File: src/rtl/pipe_cl_adder_pkg.sv
// Shared types and defaults for the pipelined carry-lookahead adder.
// Optional flag outputs are enabled with PIPE_CL_ADDER_FLAGS_EN.
package pipe_cl_adder_pkg;

  localparam int DefWidth      = 32;
  localparam int DefBlockWidth = 8;

  typedef struct packed {
    logic valid;
    logic carry;
    logic zero;
    logic msb_carry;
  } stage_t;

  function automatic int stages(input int width, input int block);
    return width / block;
  endfunction

endpackage

File: src/rtl/cl_adder_w_cin.sv
// Combinational carry-lookahead adder with carry in/out.
module cl_adder_w_cin #(
  parameter int Width = 8
) (
  input  logic [Width-1:0] a_i,
  input  logic [Width-1:0] b_i,
  input  logic             carry_i,
  output logic [Width-1:0] sum_o,
  output logic             carry_o
);
  logic [Width-1:0] w_g, w_p;
  logic [Width:0]   w_c;

  // each carry is the flattened generate/propagate expression over all lower bits
  always_comb begin
    w_g    = a_i & b_i;
    w_p    = a_i ^ b_i;
    w_c    = '0;
    w_c[0] = carry_i;
    for (int i = 0; i < Width; i++) begin
      w_c[i+1] = carry_i;
      for (int j = 0; j <= i; j++) w_c[i+1] = w_g[j] | (w_p[j] & w_c[i+1]);
    end
  end

  assign sum_o   = w_p ^ w_c[Width-1:0];
  assign carry_o = w_c[Width];

endmodule

File: src/rtl/pipe_cl_adder_stage.sv
// One slice of the pipelined adder: lookahead add plus, with
// PIPE_CL_ADDER_FLAGS_EN, the carry into the slice MSB and a slice-zero bit.
module pipe_cl_adder_stage
  import pipe_cl_adder_pkg::*;
#(
  parameter int BlockWidth = DefBlockWidth
) (
  input  logic [BlockWidth-1:0] a_i,
  input  logic [BlockWidth-1:0] b_i,
  input  logic                  carry_i,
  output logic [BlockWidth-1:0] sum_o,
  output logic                  carry_o
`ifdef PIPE_CL_ADDER_FLAGS_EN
  ,
  output logic                  msb_carry_o,
  output logic                  zero_o
`endif
);
  cl_adder_w_cin #(.Width(BlockWidth)) u_add (
    .a_i     (a_i),
    .b_i     (b_i),
    .carry_i (carry_i),
    .sum_o   (sum_o),
    .carry_o (carry_o)
  );

`ifdef PIPE_CL_ADDER_FLAGS_EN
  // sum = a ^ b ^ cin, so the MSB carry-in is recovered with one XOR
  assign msb_carry_o = sum_o[BlockWidth-1] ^ a_i[BlockWidth-1] ^ b_i[BlockWidth-1];
  assign zero_o      = ~|sum_o;
`endif

endmodule

File: src/rtl/pipe_cl_adder.sv
// Pipelined carry-lookahead adder/subtractor, one slice per stage, valid/ready.
// Define PIPE_CL_ADDER_FLAGS_EN to add overflow_o and zero_o.
module pipe_cl_adder
  import pipe_cl_adder_pkg::*;
#(
  parameter int Width      = DefWidth,
  parameter int BlockWidth = DefBlockWidth
) (
  input  logic             clk_i,
  input  logic             rst_i,
  input  logic             valid_i,
  output logic             ready_o,
  input  logic [Width-1:0] a_i,
  input  logic [Width-1:0] b_i,
  input  logic             sub_i,
  input  logic             carry_i,
  output logic             valid_o,
  input  logic             ready_i,
  output logic [Width-1:0] result_o,
  output logic             carry_o
`ifdef PIPE_CL_ADDER_FLAGS_EN
  ,
  output logic             overflow_o,
  output logic             zero_o
`endif
);
  localparam int Stages = stages(Width, BlockWidth);

  if (Width % BlockWidth != 0) begin : g_cfg_err
    $error("pipe_cl_adder: Width must be a multiple of BlockWidth");
  end

  logic w_adv;

  for (genvar k = 0; k < Stages; k++) begin : g_st
    localparam int Rem = Width - (k + 1) * BlockWidth;

    stage_t                        r_st;
    logic [(k+1)*BlockWidth-1:0]   r_res;
    logic [(k+1)*BlockWidth-1:0]   w_res;
    logic [BlockWidth-1:0]         w_a, w_b, w_sum;
    logic                          w_vin, w_cin, w_cout;
`ifdef PIPE_CL_ADDER_FLAGS_EN
    logic                          w_zin, w_msbc, w_szero;
`endif

    if (k == 0) begin : g_src
      assign w_a   = a_i[BlockWidth-1:0];
      assign w_b   = b_i[BlockWidth-1:0] ^ {BlockWidth{sub_i}};
      assign w_vin = valid_i;
      assign w_cin = carry_i;
      assign w_res = w_sum;
`ifdef PIPE_CL_ADDER_FLAGS_EN
      assign w_zin = 1'b1;
`endif
    end else begin : g_src
      assign w_a   = g_st[k-1].g_skew.r_a[BlockWidth-1:0];
      assign w_b   = g_st[k-1].g_skew.r_b[BlockWidth-1:0];
      assign w_vin = g_st[k-1].r_st.valid;
      assign w_cin = g_st[k-1].r_st.carry;
      assign w_res = {w_sum, g_st[k-1].r_res};
`ifdef PIPE_CL_ADDER_FLAGS_EN
      assign w_zin = g_st[k-1].r_st.zero;
`endif
    end

    pipe_cl_adder_stage #(.BlockWidth(BlockWidth)) u_stage (
      .a_i         (w_a),
      .b_i         (w_b),
      .carry_i     (w_cin),
      .sum_o       (w_sum),
      .carry_o     (w_cout)
`ifdef PIPE_CL_ADDER_FLAGS_EN
      ,
      .msb_carry_o (w_msbc),
      .zero_o      (w_szero)
`endif
    );

    // skew holds only the not-yet-consumed upper slices, next slice at the bottom
    if (k < Stages - 1) begin : g_skew
      logic [Rem-1:0] r_a, r_b, w_an, w_bn;
      if (k == 0) begin : g_nxt
        assign w_an = a_i[Width-1:BlockWidth];
        assign w_bn = b_i[Width-1:BlockWidth] ^ {Rem{sub_i}};
      end else begin : g_nxt
        assign w_an = g_st[k-1].g_skew.r_a[Rem+BlockWidth-1:BlockWidth];
        assign w_bn = g_st[k-1].g_skew.r_b[Rem+BlockWidth-1:BlockWidth];
      end
      always_ff @(posedge clk_i or posedge rst_i) begin
        if (rst_i) begin
          r_a <= '0;
          r_b <= '0;
        end else if (w_adv) begin
          r_a <= w_an;
          r_b <= w_bn;
        end
      end
    end

    always_ff @(posedge clk_i or posedge rst_i) begin
      if (rst_i) begin
        r_st  <= '0;
        r_res <= '0;
      end else if (w_adv) begin
        r_st.valid     <= w_vin;
        r_st.carry     <= w_cout;
`ifdef PIPE_CL_ADDER_FLAGS_EN
        r_st.zero      <= w_zin & w_szero;
        r_st.msb_carry <= w_msbc;
`endif
        r_res          <= w_res;
      end
    end
  end

  assign valid_o  = g_st[Stages-1].r_st.valid;
  assign w_adv    = !valid_o || ready_i;
  assign ready_o  = w_adv;
  assign result_o = g_st[Stages-1].r_res;
  assign carry_o  = g_st[Stages-1].r_st.carry;
`ifdef PIPE_CL_ADDER_FLAGS_EN
  assign overflow_o = g_st[Stages-1].r_st.msb_carry ^ g_st[Stages-1].r_st.carry;
  assign zero_o     = g_st[Stages-1].r_st.zero;
`endif

endmodule
File: config.mk
export PLATFORM = sky130hd
export DESIGN_NAME = pipe_cl_adder
export DESIGN_NICKNAME = d
export VERILOG_FILES = /design/src/rtl/pipe_cl_adder_pkg.sv /design/src/rtl/cl_adder_w_cin.sv /design/src/rtl/pipe_cl_adder_stage.sv /design/src/rtl/pipe_cl_adder.sv
export SDC_FILE = /design/constraint.sdc
export NUM_CORES = 1
export LEC_CHECK = 0
export ABC_AREA = 1
export CELL_PAD_IN_SITES_DETAIL_PLACEMENT = 1
export CELL_PAD_IN_SITES_GLOBAL_PLACEMENT = 1
export CORE_AREA = 4 4 158 160
export CTS_BUF_LIST = sky130_fd_sc_hd__clkbuf_16
export CTS_CLUSTER_DIAMETER = 50
export DETAILED_ROUTE_END_ITERATION = 6
export DIE_AREA = 0 0 162 164
export DONT_BUFFER_PORTS = 1
export PLACE_DENSITY_LB_ADDON = 0.1
export SLEW_MARGIN = 20
export SYNTH_ARGS = -nofsm -noshare
export SYNTH_HDL_FRONTEND = slang
export SYNTH_HIERARCHICAL = 1
export SYNTH_SLANG_ARGS = --single-unit
export TNS_END_PERCENT = 20
File: constraint.sdc
create_clock -name clk_i -period 7.4 [get_ports clk_i]
set_clock_uncertainty 0.1 [all_clocks]
set_input_delay 1.11 -clock clk_i [delete_from_list [all_inputs] [get_ports clk_i]]
set_output_delay 1.11 -clock clk_i [all_outputs]
set_load 0.02 [all_outputs]
# [After elaboration in Yosys (flattened, before gate mapping)]
# Cells that the tools add are included.
[classes] bitwise_logic=78 reduce_logical=2
[ops] operator="$xor A8 B8 Y8" count=9
[ops] operator="$and A1 B1 Y1" count=32
[ops] operator="$and A8 B8 Y8" count=4
[ops] operator="$or A1 B1 Y1" count=32
[ops] operator="$xor A24 B24 Y24" count=1
[ops] operator="$logic_not A1 Y1" count=1
[ops] operator="$logic_or A1 B1 Y1" count=1
[word_totals] regBits=184 input_bits=70 out_inout_bits=35 wordCells=98

# [Longest topological paths before layout]
# Gate-level depths: netlist of the first run.
[depth] ltp_word=18 mapped_depth=17 ltp_nobuf=15

# [Modules after synthesis]
# The synthesis of the first run kept the hierarchy.
[modules_own_cells] mod="pipe_cl_adder" n_inst=1 cells_each=818 area_per_inst_um2=7303.3 seq_area_each_um2=4604.4
[modules_own_cells] mod="cl_adder_w_cin" n_inst=4 cells_each=18 area_per_inst_um2=197.7 seq_area_each_um2=0.0

# [Worst setup path after synthesis of the first run]
# No wires, ideal clock.
[synth_timing] kind="input port to flip-flop" from="in sub_i" to="reg g_st[0].r_res[7]" t_arrival_ps=4715 required_time_ps=7217 setup_slack_ps=2502 path_stages=17 n_path_buf=2 path_cell_list="buf_2 > buf_2 > xor2_1 > inv_1 > fa_1 > inv_1 > fa_1 > fa_1 > fa_1 > fa_1 > fa_1 > fa_1 > inv_1 > fa_1 > inv_1 > nand2_1 > o21ai_0"
[synth_via] elab_chain_cells=17 elab_cells_between_ends=18 classes_between="18 x bitwise"
[synth_lines] element="from (decl)" line_no="pipe_cl_adder.sv:15" text="input logic sub_i,"
[synth_lines] element="$xor A8 B8 Y8 (*)" line_no="pipe_cl_adder.sv:49" text="assign w_b = b_i[BlockWidth-1:0] ^ {BlockWidth{sub_i}};"
[synth_lines] element="net g_st[0].w_b[0]" line_no="pipe_cl_adder.sv:41" text="logic [BlockWidth-1:0] w_a, w_b, w_sum;"
[synth_lines] element="$xor A8 B8 Y8" line_no="cl_adder_w_cin.sv:17" text="w_p = a_i ^ b_i;"
[synth_lines] element="$and A1 B1 Y1" line_no="cl_adder_w_cin.sv:22" text="for (int j = 0; j <= i; j++) w_c[i+1] = w_g[j] | (w_p[j] & w_c[i+1]);"
[synth_lines] element="$or A1 B1 Y1 (*)" line_no="cl_adder_w_cin.sv:22"
[synth_lines] element="$and A1 B1 Y1 (*)" line_no="cl_adder_w_cin.sv:22"
[synth_lines] element="$or A1 B1 Y1 (*)" line_no="cl_adder_w_cin.sv:22"
[synth_lines] element="$and A1 B1 Y1 (*)" line_no="cl_adder_w_cin.sv:22"
[synth_lines] element="[... 3 more ...]"
[synth_lines] element="$and A1 B1 Y1 (*)" line_no="cl_adder_w_cin.sv:22"
[synth_lines] element="$or A1 B1 Y1 (*)" line_no="cl_adder_w_cin.sv:22"
[synth_lines] element="$and A1 B1 Y1 (*)" line_no="cl_adder_w_cin.sv:22"
[synth_lines] element="$or A1 B1 Y1 (*)" line_no="cl_adder_w_cin.sv:22"
[synth_lines] element="$and A1 B1 Y1 (*)" line_no="cl_adder_w_cin.sv:22"
[synth_lines] element="$or A1 B1 Y1 (*)" line_no="cl_adder_w_cin.sv:22"
[synth_lines] element="$xor A8 B8 Y8 (*)" line_no="cl_adder_w_cin.sv:26" text="assign sum_o = w_p ^ w_c[Width-1:0];"
[synth_lines] element="net g_st[0].w_res[7]" line_no="pipe_cl_adder.sv:40" text="logic [(k+1)*BlockWidth-1:0] w_res;"
[synth_lines] element="to (signal assigned)" line_no="pipe_cl_adder.sv:112" text="r_res <= w_res;"
[synth_lines] element="to (decl)" line_no="pipe_cl_adder.sv:39" text="logic [(k+1)*BlockWidth-1:0] r_res;"
# Mark *: on every way through the listed nets, which the timed path passes. The rest lies on a longest branch.
# A chain may end at the register's enable or synchronous reset.

# [Worst setup path in the final report of the first run]
[layout_timing] from="in sub_i" to="reg g_st[0].r_res[7]"
[layout_via] elab_chain_cells=17 elab_cells_between_ends=18 classes_between="18 x bitwise"
[layout_lines] element="$xor A8 B8 Y8 (*)" line_no="pipe_cl_adder.sv:49"
[layout_lines] element="$xor A8 B8 Y8" line_no="cl_adder_w_cin.sv:17"
[layout_lines] element="$and A1 B1 Y1" line_no="cl_adder_w_cin.sv:22"
[layout_lines] element="$or A1 B1 Y1" line_no="cl_adder_w_cin.sv:22"
[layout_lines] element="$and A1 B1 Y1" line_no="cl_adder_w_cin.sv:22"
[layout_lines] element="$or A1 B1 Y1" line_no="cl_adder_w_cin.sv:22"
[layout_lines] element="$and A1 B1 Y1" line_no="cl_adder_w_cin.sv:22"
[layout_lines] element="$or A1 B1 Y1" line_no="cl_adder_w_cin.sv:22"
[layout_lines] element="[... 2 more ...]"
[layout_lines] element="$and A1 B1 Y1" line_no="cl_adder_w_cin.sv:22"
[layout_lines] element="$or A1 B1 Y1" line_no="cl_adder_w_cin.sv:22"
[layout_lines] element="$and A1 B1 Y1" line_no="cl_adder_w_cin.sv:22"
[layout_lines] element="$or A1 B1 Y1" line_no="cl_adder_w_cin.sv:22"
[layout_lines] element="$and A1 B1 Y1" line_no="cl_adder_w_cin.sv:22"
[layout_lines] element="$or A1 B1 Y1" line_no="cl_adder_w_cin.sv:22"
[layout_lines] element="$xor A8 B8 Y8 (*)" line_no="cl_adder_w_cin.sv:26"
[layout_lines] element="net g_st[0].w_res[7]" line_no="pipe_cl_adder.sv:40"
# Marked as above.

==> impl_metrics.tcl, run 1 <==
set metrics [dict create \
    setup.worst_path.class "primary input to flop" \
    cp_num_buf_inv 4 \
    synth_seq_cells 184 \
    cpPeakStageDelay_ps 420 \
    ys_seq_area_share_pct 56.9 \
    grt_first_pass_wirelength_mm 31.1 \
    worstSetupPathDepth 15 \
    globalplace.congestion 0.770 \
    timing.rr.end "g_st[1].r_res[15]" \
    reg2reg_depth 14 \
    maximum_number_of_pins_on_one_net_before_global_route_repair 104 \
    drt-initial-drc-count 361 \
    grtUsageTotal_pct 14.7 \
    synthesis.nets 992 \
    placement.io_buffers 0 \
    timing.critical_path.arrival_ps 4590 \
    antenna_found_initial 0 \
    switching_share_pct 38.7 \
    ctsRootBufferMaster "clkbuf_16" \
    placement.setup.worst_slack_ps 2590 \
    cp_cell_sequence "xor2_1 > inv_1 > fa_1 > inv_1 > fa_1 > fa_1 > fa_1 > fa_1 > fa_1 > fa_1 > inv_1 > fa_1 > inv_1 > nand2_1 > o21ai_0" \
    report.power.total_mw 3.86 \
    cts_clock_pin_slew_for_the_worst_setup_and_hold_paths_ps 70 \
    nNetsFinal 969 \
    ratio_of_cells_with_drive_above_1_in_the_final_layout_pct 4.32 \
    switchingPower_mw 1.49 \
    status "finished clean" \
    postCtsSetupBuffers 0 \
    worst_case_headroom_to_the_max_slew_limit_pct 36.8 \
    power_frac_clock_pct 24.0 \
    required_worst_endpoint_ps 7630 \
    post-route-util_pct 37.8 \
    finalWorstPathRequiredPeriod_ps 4360 \
    row_count 56 \
    cellLeakagePower_nw 4.55 \
    power.density_cell_area_mw_per_mm2 436 \
    area_of_the_multi_input_gates_mm2 0.00277 \
    post_synth_inst_count 890 \
    place.detailed.instances 1167 \
    final-instance-count-excl-fill 1199 \
    detailed_route_via_count 5310 \
    fp.dieW_um 162 \
    final_layout_fill_cell_count 2752 \
    die_h_um 164 \
    cts.hold.buffers_added 0 \
    max_slew.worst_pin.slew_ps 947 \
    worstSkewPairLatency_ps 430 \
    first_global_vias 5854 \
    setup.worst_path.start_class "primary input" \
    syn_area_mm2 0.00809 \
    power_report.internal_total_mw 2.37 \
    detail_route.wl_per_cell_um 15.2 \
    wl_mm 18.2 \
    finalInstanceArea_mm2 0.00885 \
    worstPathMaxFanout 33 \
    core_mm2 0.0234 \
    hold_slack_ps 360 \
    vias_per_cell 4.43 \
    antenna_cell_count 0 \
    crit_path_end_kind "flop" \
    ys_warn_count 6 \
    cts_max_level 4 \
    die-area_mm2 0.0266 \
    cts.sink_count 184 \
    drv.max_cap_violation_count 0 \
    drt_pre_antenna_iters 6 \
    cts_repair_resizes 0 \
    dp.final_hpwl_mm 12.1 \
    post-route-drc-count 0 \
    r2r-start "g_st[1].w_cin" \
    max_freq_mhz 229 \
    place_area_mm2 0.00825 \
    worst_path_max_delay_cell "fa_1" \
    initial_utilization_pct 34.6 \
    setup-tns-final_ps 0 \
    crit_top_cell "fa_1" \
    synth_cell_types 14 \
    total_overflow_reported_by_the_global_router 0 \
    register_area_mm2 0.00460 \
    syn2layout_area_growth_pct 9.35 \
    clk_path_buf_depth 2 \
    finalSetupViolCount 0 \
    rsz0062_at_grt "no" \
    logic_pwr_share_pct 28.6 \
    cts_tree "yes" \
    final-max-slew-violation-count 0 \
    synth_area_per_cell_um2 9.09 \
    finalWorstSetupSlack_ps 3040 \
    report.final.hold_viol_count 0 \
    crit_family "adder cells" \
    sequentialPowerShare_pct 47.5 \
    final_antenna_net_count 0 \
    timing.critical_path.from "sub_i" \
    tritoncts.num_buffers 17 \
    cp-endpoint "g_st[0].r_res[7]" \
    final_min_period_over_clock_period_pct 58.9 \
    num_io_pins 105 \
    peakVddDrop_uv 214 \
    timing.reg2reg.setup_slack_ps 3380 \
    min_path_type "flop to flop" \
]
sequential cells by signal (all words and copies together), names as in the netlist:
| signal | count |
|---|---|
| carry_o | 1 |
| result_o | 32 |
| g_st.g_skew.r_a | 48 |
| valid_o | 1 |
| g_st.g_skew.r_b | 48 |
| g_st.w_cin | 3 |
| g_st.r_res | 48 |
| g_st.w_vin | 3 |
cells in the final DEF (no fill, tap or decap), types with 2 or more instances in the layout:
| cell type | count |
|---|---|
| bufinv_16 | 2 |
| inv_6 | 3 |
| clkinvlp_4 | 4 |
| nand2_1 | 380 |
| inv_8 | 4 |
| xor2_1 | 8 |
| nand3_1 | 24 |
| fa_1 | 32 |
| o21ai_1 | 6 |
| buf_4 | 3 |
| clkbuf_16 | 17 |
| inv_1 | 116 |
| o21ai_0 | 91 |
| dfrtp_1 | 184 |
cells by family after synthesis:
| group | after synthesis | synth area share (%) |
|---|---|---|
| flip-flops | 184 | 56.9 |
| AO/OA/AOI/OAI | 97 | 6.00 |
| buffers and inverters | 163 | 9.11 |
| adder cells (fa/ha/maj) | 32 | 7.91 |
| XOR/XNOR | 8 | 0.866 |
| AND/OR/NAND/NOR | 406 | 19.2 |
layer usage:
metal,up-vias,track usage (%),part of all wire (%)
met3,14,4.27,4.9
met2,86,23.4,48
li1,2614,-,-
met4,0,4.58,1.9
met1,2596,19.5,45
met5,-,0,0
final cells by class:
| type | instances | share of cell area [%] |
|---|---|---|
| Timing Repair Buffer | 4 | 0.382 |
| Tap cell | 319 | 4.51 |
| Sequential cell | 184 | 52.0 |
| Multi-Input combinational cell | 543 | 31.3 |
| Clock buffer | 17 | 4.81 |
| Clock inverter | 15 | 1.89 |
| Inverter | 117 | 5.05 |
power groups by stage:
stage | sequential (mW) | clock, mW | combinational [mW]
4_1_cts | 1.85 | 0.957 | 1.15
6_report | 1.83 | 0.924 | 1.10
5_1_grt | 1.89 | 1.00 | 1.33
2_1_floorplan | 1.76 | 0 | 0.876
3_5_place_dp | 1.86 | 0 | 1.12
3_3_place_gp | 1.85 | 0 | 1.08
cells in the mapped netlist (all sizes together):
cell    instances  area, um^2
nand2         381        1430
dfrtp         184        4600
inv           117         439
o21ai          97         485
buf            40         275
fa             32         641
nand3          24         120
xor2            8        70.1
clkbuf          6        22.5
nor2            1        3.75
how the worst min path moves through the flow:
stage | startpoint | to | slack (ps) | cells after the start
6_report | g_st[3].w_vin | valid_o | 360 | 2
4_1_cts | g_st[3].w_vin | valid_o | 360 | 2
2_1_floorplan | g_st[3].w_vin | valid_o | 320 | 2
3_3_place_gp | g_st[3].w_vin | valid_o | 340 | 2
5_1_grt | g_st[1].g_skew.r_b[13] | g_st[1].g_skew.r_b[13] | 390 | 2
3_5_place_dp | g_st[3].w_vin | valid_o | 340 | 2
worst register-to-register path, delay by kind of cell (launching register included):
| kind | cells | cell delay [ps] |
|---|---|---|
| and+or+nand+nor | 2 | 150 |
| adders and majority gates | 8 | 3050 |
| buffers and inverters | 4 | 320 |
| DFF | 1 | 380 |
(Power assumes the default switching activity.)
==> run 2, diff against run 1 <==
Clock period 7.4 ns to 3.7 ns, I/O delays scaled along.
==> run 2 against run 1 <==
Against the previous run:
- hold slack worse by 340 ps
- first-iteration DRC count is 9.4% lower
- clock power is 84% higher
- non-clock buffer count is 4 higher
- design area is 0.93% higher
- wire length is 0.69% lower
- setup slack worse by 3000 ps
- register-to-register slack worse by 3400 ps
- utilization is 0.35 points higher
- largest cell class unchanged
==> impl_metrics.tcl, run 2 (synthesis results as in run 1) <==
set metrics [dict create \
    cts_tree "yes" \
    cp_cell_sequence "inv_2 > fa_2 > inv_2 > fa_2 > fa_2 > fa_2 > fa_2 > fa_2 > fa_2 > inv_2 > fa_1 > inv_1 > nand2_1 > nand2_1" \
    rsz0062_at_grt "yes" \
    final_layout_fill_cell_count 2767 \
    vias_per_cell 4.51 \
    post-route-drc-count 0 \
    r2r-start "g_st[0].g_skew.r_a[0]" \
    min_path_type "primary input to async pin" \
    logic_pwr_share_pct 29.6 \
    sequentialPowerShare_pct 48.1 \
    ratio_of_cells_with_drive_above_1_in_the_final_layout_pct 8.37 \
    ctsRootBufferMaster "clkbuf_16" \
    switching_share_pct 39.1 \
    register_area_mm2 0.00460 \
    report.final.hold_viol_count 0 \
    grtUsageTotal_pct 14.6 \
    antenna_found_initial 0 \
    wl_mm 18.1 \
    power.density_cell_area_mw_per_mm2 855 \
    setup-tns-final_ps 0 \
    layout_commonest_cell "nand2_1" \
    power_frac_clock_pct 22.3 \
    cellLeakagePower_nw 4.53 \
    nNetsFinal 973 \
    final_min_period_over_clock_period_pct 99.7 \
    drv.max_cap_violation_count 0 \
    antenna_cell_count 0 \
    hold_slack_ps 24.4 \
    final_cell_mix "380 x nand2_1, 184 x dfrtp_1, 108 x inv_1" \
    detail_route.wl_per_cell_um 15.1 \
    cts_max_level 4 \
    core_mm2 0.0234 \
    placement.io_buffers 0 \
    cp_num_buf_inv 4 \
    grt_first_pass_wirelength_mm 30.9 \
    row_count 56 \
    timing.critical_path.arrival_ps 3950 \
    worst_case_headroom_to_the_max_slew_limit_pct 42.0 \
    finalWorstPathRequiredPeriod_ps 3690 \
    max_freq_mhz 271 \
    detailed_route_via_count 5421 \
    final-max-slew-violation-count 0 \
    dp.final_hpwl_mm 12.4 \
    worstSkewPairLatency_ps 430 \
    power_report.internal_total_mw 4.65 \
    worstPathMaxFanout 2 \
    syn2layout_area_growth_pct 10.4 \
    cts_clock_pin_slew_for_the_worst_setup_and_hold_paths_ps 70 \
    cpPeakStageDelay_ps 400 \
    setup.worst_path.class "flop to flop" \
    biggestRegsByFlops "g_st.g_skew.r_a (48), g_st.g_skew.r_b (48), g_st.r_res (48)" \
    peakVddDrop_uv 419 \
    worst_path_max_delay_cell "fa_1" \
    timing.critical_path.from "g_st[0].g_skew.r_a[0]" \
    first_global_vias 5959 \
    maximum_number_of_pins_on_one_net_before_global_route_repair 148 \
    num_io_pins 105 \
    cts.sink_count 184 \
    drt-initial-drc-count 327 \
    max_slew.worst_pin.slew_ps 870 \
    required_worst_endpoint_ps 3960 \
    drt_pre_antenna_iters 4 \
    cts.hold.buffers_added 0 \
    total_overflow_reported_by_the_global_router 0 \
    globalplace.congestion 0.753 \
    area_of_the_multi_input_gates_mm2 0.00283 \
    status "finished clean" \
    die_h_um 164 \
    crit_top_cell "fa_2" \
    fp.dieW_um 162 \
    switchingPower_mw 2.99 \
    crit_path_end_kind "flop" \
    initial_utilization_pct 34.6 \
    crit_family "adder cells" \
    clk_path_buf_depth 2 \
    finalSetupViolCount 0 \
    final_antenna_net_count 0 \
    setup.worst_path.start_class "flop" \
    die-area_mm2 0.0266 \
    tritoncts.num_buffers 17 \
]
[run 2: cell count changes in the layout (fill, tap and decap cells not counted), sizes merged]
cell,previous run,this run
clkinvlp,4,5
clkinv,3,5
buf,4,8
bufinv,2,0
inv,123,122
[run 2: cell type report]
| class | instances | area share, % |
|---|---|---|
| Timing Repair Buffer | 8 | 1.23 |
| Multi-Input combinational cell | 543 | 31.7 |
| Tap cell | 319 | 4.47 |
| Inverter | 117 | 4.96 |
| Clock buffer | 17 | 4.76 |
| Clock inverter | 15 | 1.34 |
| Sequential cell | 184 | 51.5 |
[run 2: through the flow]
stage / total power [mW] / worst slack (ps) / utilization [%] / std cells / instance area, um^2
after floorplan: 5.28 / -643 / - / 890 / 8100
after global placement: 5.88 / -392 / 35.6 / 1170 / 8320
after detailed placement: 6.01 / -503 / 35.6 / 1170 / 8320
after CTS: 7.82 / -35.8 / 38.1 / 1202 / 8910
after global routing: 8.42 / -99.2 / 38.2 / 1203 / 8930
final: 7.64 / 9.38 / 38.2 / 1203 / 8930
[run 2: worst paths after layout]
check,endpoint,slack [ps],depth (start not counted)
worst max-delay path,g_st[1].r_res[15],9,14
worst min-delay path,result_o[1],20,2
worst max register to register,g_st[1].r_res[15],9,14
worst min register to register,valid_o,360,2
max in group asynchronous,g_st[2].r_res[16],2930,2
min in group clk_i,g_st[0].g_skew.r_a[4],140,2
[run 2: worst register-to-register path: stages, from the launching register on]
cell	delay (ps)
dfrtp_1	390
inv_2	70
fa_2	200
inv_2	40
fa_2	330
fa_2	350
fa_2	360
fa_2	370
fa_2	390
fa_2	350
inv_2	60
fa_1	400
inv_1	60
nand2_1	50
nand2_1	100
[run 2: what timing repair did]
| action | 4_1_cts | 5_1_grt |
|---|---|---|
| setup buffers | 0 | 1 |
| pin swaps | 5 | 8 |
| endpoints found under the setup margin | 6 | 6 |
| resized for setup | 21 | 10 |
[run 2: power groups by stage]
stage,Sequential (mW),Clock [mW],Combinational [mW]
floorplan,3.53,0,1.75
global placement,3.70,0,2.18
detailed placement,3.73,0,2.28
CTS,3.71,1.76,2.35
global route,3.81,1.86,2.75
finish,3.68,1.70,2.26
[run 2: per-layer routing]
| metal | global-route usage, % | wire length, um | up-vias |
|---|---|---|---|
| met5 | 0 | 0 | - |
| met4 | 4.15 | 243 | 0 |
| met3 | 3.81 | 826 | 20 |
| met2 | 23.9 | 8780 | 89 |
| met1 | 19.2 | 8270 | 2695 |
| li1 | - | - | 2617 |
